==> src/rtl/mem_bus_arbiter.sv <==
// mem_bus_arbiter: shares one memory port between two requesters (port 0 = CPU,
// port 1 = DMA/IO) with round-robin arbitration and a fixed memory latency.
//
// Ports:
//   clk, reset                 clock (rising edge), async active-high reset
//   req0/cs0/addr0/wdata0      port 0 request, op (0 rd / 1 wr), address, write data
//   rdata0/done0               port 0 registered read data, one-cycle completion pulse
//   req1/cs1/addr1/wdata1      port 1 request, op, address, write data
//   rdata1/done1               port 1 read data, completion pulse
//   MAR/MBR_out/Mem_EN/Mem_CS  memory address, write data, enable, op
//   MBR_in                     memory read data, valid MEM_LAT cycles after Mem_EN edge
//   owner                      port currently (or last) granted
//   busy                       high while an access or its done turnaround is in flight
module mem_bus_arbiter #(
  parameter int unsigned MEM_LAT = 2
) (
  input  logic        clk,
  input  logic        reset,
  input  logic        req0,
  input  logic        cs0,
  input  logic [7:0]  addr0,
  input  logic [15:0] wdata0,
  output logic [15:0] rdata0,
  output logic        done0,
  input  logic        req1,
  input  logic        cs1,
  input  logic [7:0]  addr1,
  input  logic [15:0] wdata1,
  output logic [15:0] rdata1,
  output logic        done1,
  output logic [7:0]  MAR,
  output logic [15:0] MBR_out,
  input  logic [15:0] MBR_in,
  output logic        Mem_EN,
  output logic        Mem_CS,
  output logic        owner,
  output logic        busy
);

  localparam int unsigned AW = 8;
  localparam int unsigned DW = 16;
  localparam int unsigned CW = 4;

  typedef enum logic [1:0] {
    IDLE   = 2'd0,
    ACCESS = 2'd1,
    DONE   = 2'd2
  } state_t;

  state_t        state_q, state_d;
  logic [CW-1:0] cnt_q, cnt_d;
  logic [AW-1:0] mar_q, mar_d;
  logic [DW-1:0] mbr_out_q, mbr_out_d;
  logic          mem_cs_q, mem_cs_d;
  logic          mem_en_q, mem_en_d;
  logic          owner_q, owner_d;
  logic          last_owner_q, last_owner_d;
  logic [DW-1:0] rdata0_q, rdata0_d;
  logic [DW-1:0] rdata1_q, rdata1_d;
  logic          done0_q, done0_d;
  logic          done1_q, done1_d;
  logic          busy_q, busy_d;
  logic          gnt;

  // State and output registers; last_owner resets to 1 so port 0 wins the first tie.
  always_ff @(posedge clk or posedge reset) begin
    if (reset) begin
      state_q      <= IDLE;
      cnt_q        <= '0;
      mar_q        <= '0;
      mbr_out_q    <= '0;
      mem_cs_q     <= 1'b0;
      mem_en_q     <= 1'b0;
      owner_q      <= 1'b0;
      last_owner_q <= 1'b1;
      rdata0_q     <= '0;
      rdata1_q     <= '0;
      done0_q      <= 1'b0;
      done1_q      <= 1'b0;
      busy_q       <= 1'b0;
    end else begin
      state_q      <= state_d;
      cnt_q        <= cnt_d;
      mar_q        <= mar_d;
      mbr_out_q    <= mbr_out_d;
      mem_cs_q     <= mem_cs_d;
      mem_en_q     <= mem_en_d;
      owner_q      <= owner_d;
      last_owner_q <= last_owner_d;
      rdata0_q     <= rdata0_d;
      rdata1_q     <= rdata1_d;
      done0_q      <= done0_d;
      done1_q      <= done1_d;
      busy_q       <= busy_d;
    end
  end

  // Arbitration, access sequencing and completion.
  always_comb begin
    state_d      = state_q;
    cnt_d        = cnt_q;
    mar_d        = mar_q;
    mbr_out_d    = mbr_out_q;
    mem_cs_d     = mem_cs_q;
    mem_en_d     = 1'b0;
    owner_d      = owner_q;
    last_owner_d = last_owner_q;
    rdata0_d     = rdata0_q;
    rdata1_d     = rdata1_q;
    done0_d      = 1'b0;
    done1_d      = 1'b0;
    gnt          = 1'b0;

    unique case (state_q)
      IDLE: begin
        if (req0 || req1) begin
          // Tie goes to the port that was not served last; a lone requester always wins.
          gnt          = (req0 && req1) ? ~last_owner_q : req1;
          mar_d        = gnt ? addr1  : addr0;
          mbr_out_d    = gnt ? wdata1 : wdata0;
          mem_cs_d     = gnt ? cs1    : cs0;
          mem_en_d     = 1'b1;
          owner_d      = gnt;
          last_owner_d = gnt;
          cnt_d        = CW'(MEM_LAT - 1);
          state_d      = ACCESS;
        end
      end
      ACCESS: begin
        // Mem_EN is a single-cycle strobe; cnt reaching 0 marks MEM_LAT edges since grant.
        if (cnt_q == '0) begin
          if (!mem_cs_q) begin
            if (owner_q) rdata1_d = MBR_in;
            else         rdata0_d = MBR_in;
          end
          done0_d = ~owner_q;
          done1_d = owner_q;
          state_d = DONE;
        end else begin
          cnt_d = cnt_q - CW'(1);
        end
      end
      DONE: begin
        // Turnaround cycle: held requests are not looked at until IDLE.
        state_d = IDLE;
      end
      default: begin
        state_d = IDLE;
      end
    endcase

    busy_d = (state_d != IDLE);
  end

  assign MAR     = mar_q;
  assign MBR_out = mbr_out_q;
  assign Mem_CS  = mem_cs_q;
  assign Mem_EN  = mem_en_q;
  assign owner   = owner_q;
  assign rdata0  = rdata0_q;
  assign rdata1  = rdata1_q;
  assign done0   = done0_q;
  assign done1   = done1_q;
  assign busy    = busy_q;

endmodule

==> config.mk <==
export PLATFORM = sky130hd
export DESIGN_NAME = mem_bus_arbiter
export DESIGN_NICKNAME = d
export VERILOG_FILES = /design/src/rtl/mem_bus_arbiter.sv
export SDC_FILE = /design/constraint.sdc
export NUM_CORES = 1
export LEC_CHECK = 0
export ABC_AREA = 1
export CAP_MARGIN = 40
export CORE_MARGIN = 4
export CORE_UTILIZATION = 30
export CTS_CLUSTER_SIZE = 12
export DETAILED_ROUTE_END_ITERATION = 16
export GPL_ROUTABILITY_DRIVEN = 0
export GPL_TIMING_DRIVEN = 0
export SLEW_MARGIN = 20
export SYNTH_ARGS = -nofsm -noshare
export SYNTH_HDL_FRONTEND = slang
export SYNTH_SLANG_ARGS = --single-unit
==> constraint.sdc <==
create_clock -name clk -period 2.85 [get_ports clk]
set_input_delay 0.855 -clock clk [delete_from_list [all_inputs] [get_ports clk]]
set_output_delay 0.855 -clock clk [all_outputs]
set_load 0.02 [all_outputs]
==> summary.txt <==
========================================================================================
Run status ................................................................ finished, final reports clean
Remaining global-route overflow ...........................................            0
Filler Cell Count .........................................................          916
Number of search-and-repair iterations in the first detailed-routing pass .            4
Fin nets ..................................................................          546
Clock tree from TritonCTS .................................................          yes
Unrepaired setup endpoints after global routing ...........................        false
Power dissipated by switching net loads ...................................      2130 uW
Boundary Pins .............................................................          132
Sequential share of the synthesized area ..................................        59.3%
Clock Tree Root ...........................................................     clkbuf_8
Core Util, Final ..........................................................        49.5%
Post-synth cell types .....................................................           24
Power density normalized to cell area .....................................  1140 mW/mm2
Largest clock skew in the final design ....................................   0.00983 ns
Final worst-path cycle share ..............................................        81.5%
Drc violations ............................................................            0
Pleak .....................................................................   0.00211 uW
List of cells traversed by the critical path .............................. clkdlybuf4s50_1
Maximum single-stage delay on the critical path ...........................      0.66 ns
Final worst-path setup slack ..............................................     0.527 ns
Inserted Clock Buffers ....................................................            9
Synthesized instance count ................................................          331
Total of cells resized after clock tree synthesis .........................            0
Clock network latency to the later pin of the worst-skew pair .............      0.33 ns
Required time at the worst-slack endpoint .................................      2.00 ns
Slowest cell on the critical path ......................................... clkdlybuf4s50_1
Maximum clock frequency ...................................................      431 MHz
First-pass GRT wire length ................................................     13000 um
Total Routed Length .......................................................      8020 um
Combinational cell fraction of total power ................................        51.4%
Average vias per placed instance ..........................................         4.43
Die area ..................................................................   0.0114 mm2
Class of the tightest hold or removal check ............................... flop to flop
Highest fanout seen on the critical path ..................................            5
Htree depth ...............................................................            3
Initial antenna violation count ...........................................            0
Yosys reg bits ............................................................           69
Number of global-route vias before repair .................................         2734
Clock Power Share .........................................................        15.7%
Area inside the core boundary .............................................  0.00933 mm2
Portion of total power attributed to sequential cells .....................        32.9%
Vertical die dimension ....................................................       107 um
Global routing usage summed across all routing layers .....................        14.4%
Switching fraction of total power .........................................        40.3%
Syn_area_per_cell .........................................................     8.80 um2
Vias ......................................................................         2693
Actual transition at the worst max-transition pin .........................     0.501 ns
Setup TNS .................................................................         0 ns
Met3 routing resource usage after global routing ..........................        7.83%
Number of buffers inserted by post-CTS setup repair .......................            0
Total of buffers placed on input and output ports .........................          131
Data arrival time of the critical path ....................................      1.47 ns
Nets in the synthesized netlist ...........................................          403
Synth Cell Area ...........................................................  0.00291 mm2
Growth of design area from synthesis to finish ............................        58.6%
Effective utilization at floorplan ........................................        31.2%
Warnings from Yosys .......................................................            0
Most area-consuming cells after synthesis ................................. dfrtp_1 (58%), nand2_1 (15%), o21ai_0 (7.9%)
Setup CP Type ............................................................. flop to primary output
Kind of end point of the critical path .................................... primary output
Post-layout minimum cycle time ............................................      2.32 ns
Fin. Hold Viols ...........................................................            0
Worst voltage drop across the vdd grid ....................................     0.386 mV
Layout cells sized above 1 ................................................        8.98%
Crit path launch type .....................................................         flop
Max Cap Viol ..............................................................            0
GR met1 Demand/Resource ...................................................        17.7%
Cell type group with the largest total delay on the critical path ......... buffers and inverters
Most used routing layer ...................................................         met2
Pre-CTS setup slack .......................................................     0.411 ns
Routed wire length per instance ...........................................      13.2 um
Worst rel slew slack ......................................................        66.6%
Final ANT Viol Nets .......................................................            0
Largest area contributor in the synthesized netlist .......................      dfrtp_1
Post-detailed-placement half-perimeter wirelength .........................      6120 um
Number of hold-repair buffers added at the cts stage ......................            0
Worst path buffer plus inverter count .....................................            1
Internal power ............................................................      3150 uW
Clock-pin slew on the worst setup and hold paths ..........................      0.07 ns
Met2 Usage GRT ............................................................        22.1%
Setup violators final .....................................................            0
# clock sinks .............................................................           69
Placement row count .......................................................           35
Pin count of the biggest net entering global routing ......................           38
Initial drt markers .......................................................           69
Width of the die ..........................................................       107 um
Yosys top cell area share .................................................        58.4%
Antenna cells .............................................................            0
Number of buffers between clock root and the deepest sink .................            2
Number of max-slew violations in the final report .........................            0
========================================================================================
## registers in the layout, summed over array words and instances (netlist names), 2 cells and up
signal,flops
MAR,8
MBR_out,16
cnt_q,4
rdata0,16
rdata1,16
state_q,2
## synthesized netlist by cell type (all sizes together)
cell type	count
nand2	120
dfrtp	68
buf	13
xor2	1
nor2	36
clkinv	1
inv	10
dfstp	1
o21ai	56
nor3	1
nand4	1
nand3	19
clkbuf	2
ha	2
## cell usage in the layout, fill, tap and decap left out
| master | instances |
|---|---|
| clkdlybuf4s50_1 | 131 |
| nand2_1 | 116 |
| dfrtp_1 | 68 |
| o21ai_0 | 46 |
| nor2_1 | 33 |
| nand3_1 | 18 |
| clkbuf_8 | 12 |
| o21ai_1 | 10 |
| buf_2 | 8 |
| inv_1 | 7 |
| nand2_2 | 3 |
| buf_6 | 3 |
| clkbuf_2 | 2 |
| nor2_2 | 2 |
| inv_2 | 2 |
| ha_1 | 2 |
| clkinv_1 | 1 |
| buf_1 | 1 |
| nor2_4 | 1 |
| nand2_4 | 1 |
| buf_4 | 1 |
| xor2_1 | 1 |
| nor3_4 | 1 |
| nand3_2 | 1 |
| inv_4 | 1 |
| nand4_1 | 1 |
| clkinv_2 | 1 |
| clkinvlp_4 | 1 |
| clkbuf_1 | 1 |
| bufinv_16 | 1 |
| dfstp_2 | 1 |
| buf_12 | 1 |
## area by class of cell
cell class / count / area, um2 / share of cell area [%]
Timing Repair Buffer: 132 / 1330 / 28.8
Clock buffer: 13 / 169 / 3.66
Multi-Input combinational cell: 236 / 1050 / 22.7
Sequential cell: 69 / 1730 / 37.4
Clock inverter: 3 / 42.5 / 0.921
Buffer: 15 / 95.1 / 2.06
Tap cell: 129 / 161 / 3.49
Inverter: 11 / 43.8 / 0.948
## per-layer routing
layer	vias up	part of all wire, %
met3	6	13
li1	1347	-
met4	0	0.60
met5	-	0
met2	118	44
met1	1222	43
## per-stage QoR
step	instances	total power, uW	cell area, um2	hold WS [ns]
CTS	608	5360	4620	0.475
global route	608	5680	4620	0.495
finish	608	5280	4620	0.468
floorplan	331	3200	2910	0.447
global placement	591	4460	4390	0.454
detailed placement	592	4510	4410	0.457
## path summary, 6_finish.rpt
path                            cells after the start  slack (ns)                 endpoint                     start
worst min-delay path                                1        0.47          done0$_DFF_PP0_         owner$_DFFE_PP0P_
worst max-delay path                                1        0.53                   Mem_CS        Mem_CS$_DFFE_PP0P_
worst max register to register                      6        1.26       MAR[1]$_DFFE_PP0P_  last_owner_q$_DFFE_PP1P_
min in group asynchronous                           2        0.87  MBR_out[10]$_DFFE_PP0P_                     reset
max in group asynchronous                           3        1.44     cnt_q[0]$_DFFE_PP0P_                     reset
worst min register to register                      1        0.47          done0$_DFF_PP0_         owner$_DFFE_PP0P_
## power by group through the flow
stage / clock [uW] / combinational [uW] / sequential (uW)
5_1_grt: 902 / 2980 / 1800
3_3_place_gp: 0 / 2710 / 1750
3_5_place_dp: 0 / 2750 / 1750
6_report: 827 / 2720 / 1740
4_1_cts: 856 / 2760 / 1740
2_1_floorplan: 0 / 928 / 2280
## logic make-up after synthesis
family                     Yosys count  synth area share [%]
AOI/OAI and AO/OA                   56                  9.62
xor gates and xnor gates             1                 0.301
adders and majority gates            2                 0.859
buffers and inverters               26                  4.68
DFF                                 69                  59.3
and+or+nand+nor                    177                  25.2
No activity file was read; power rests on OpenSTA's default activity.
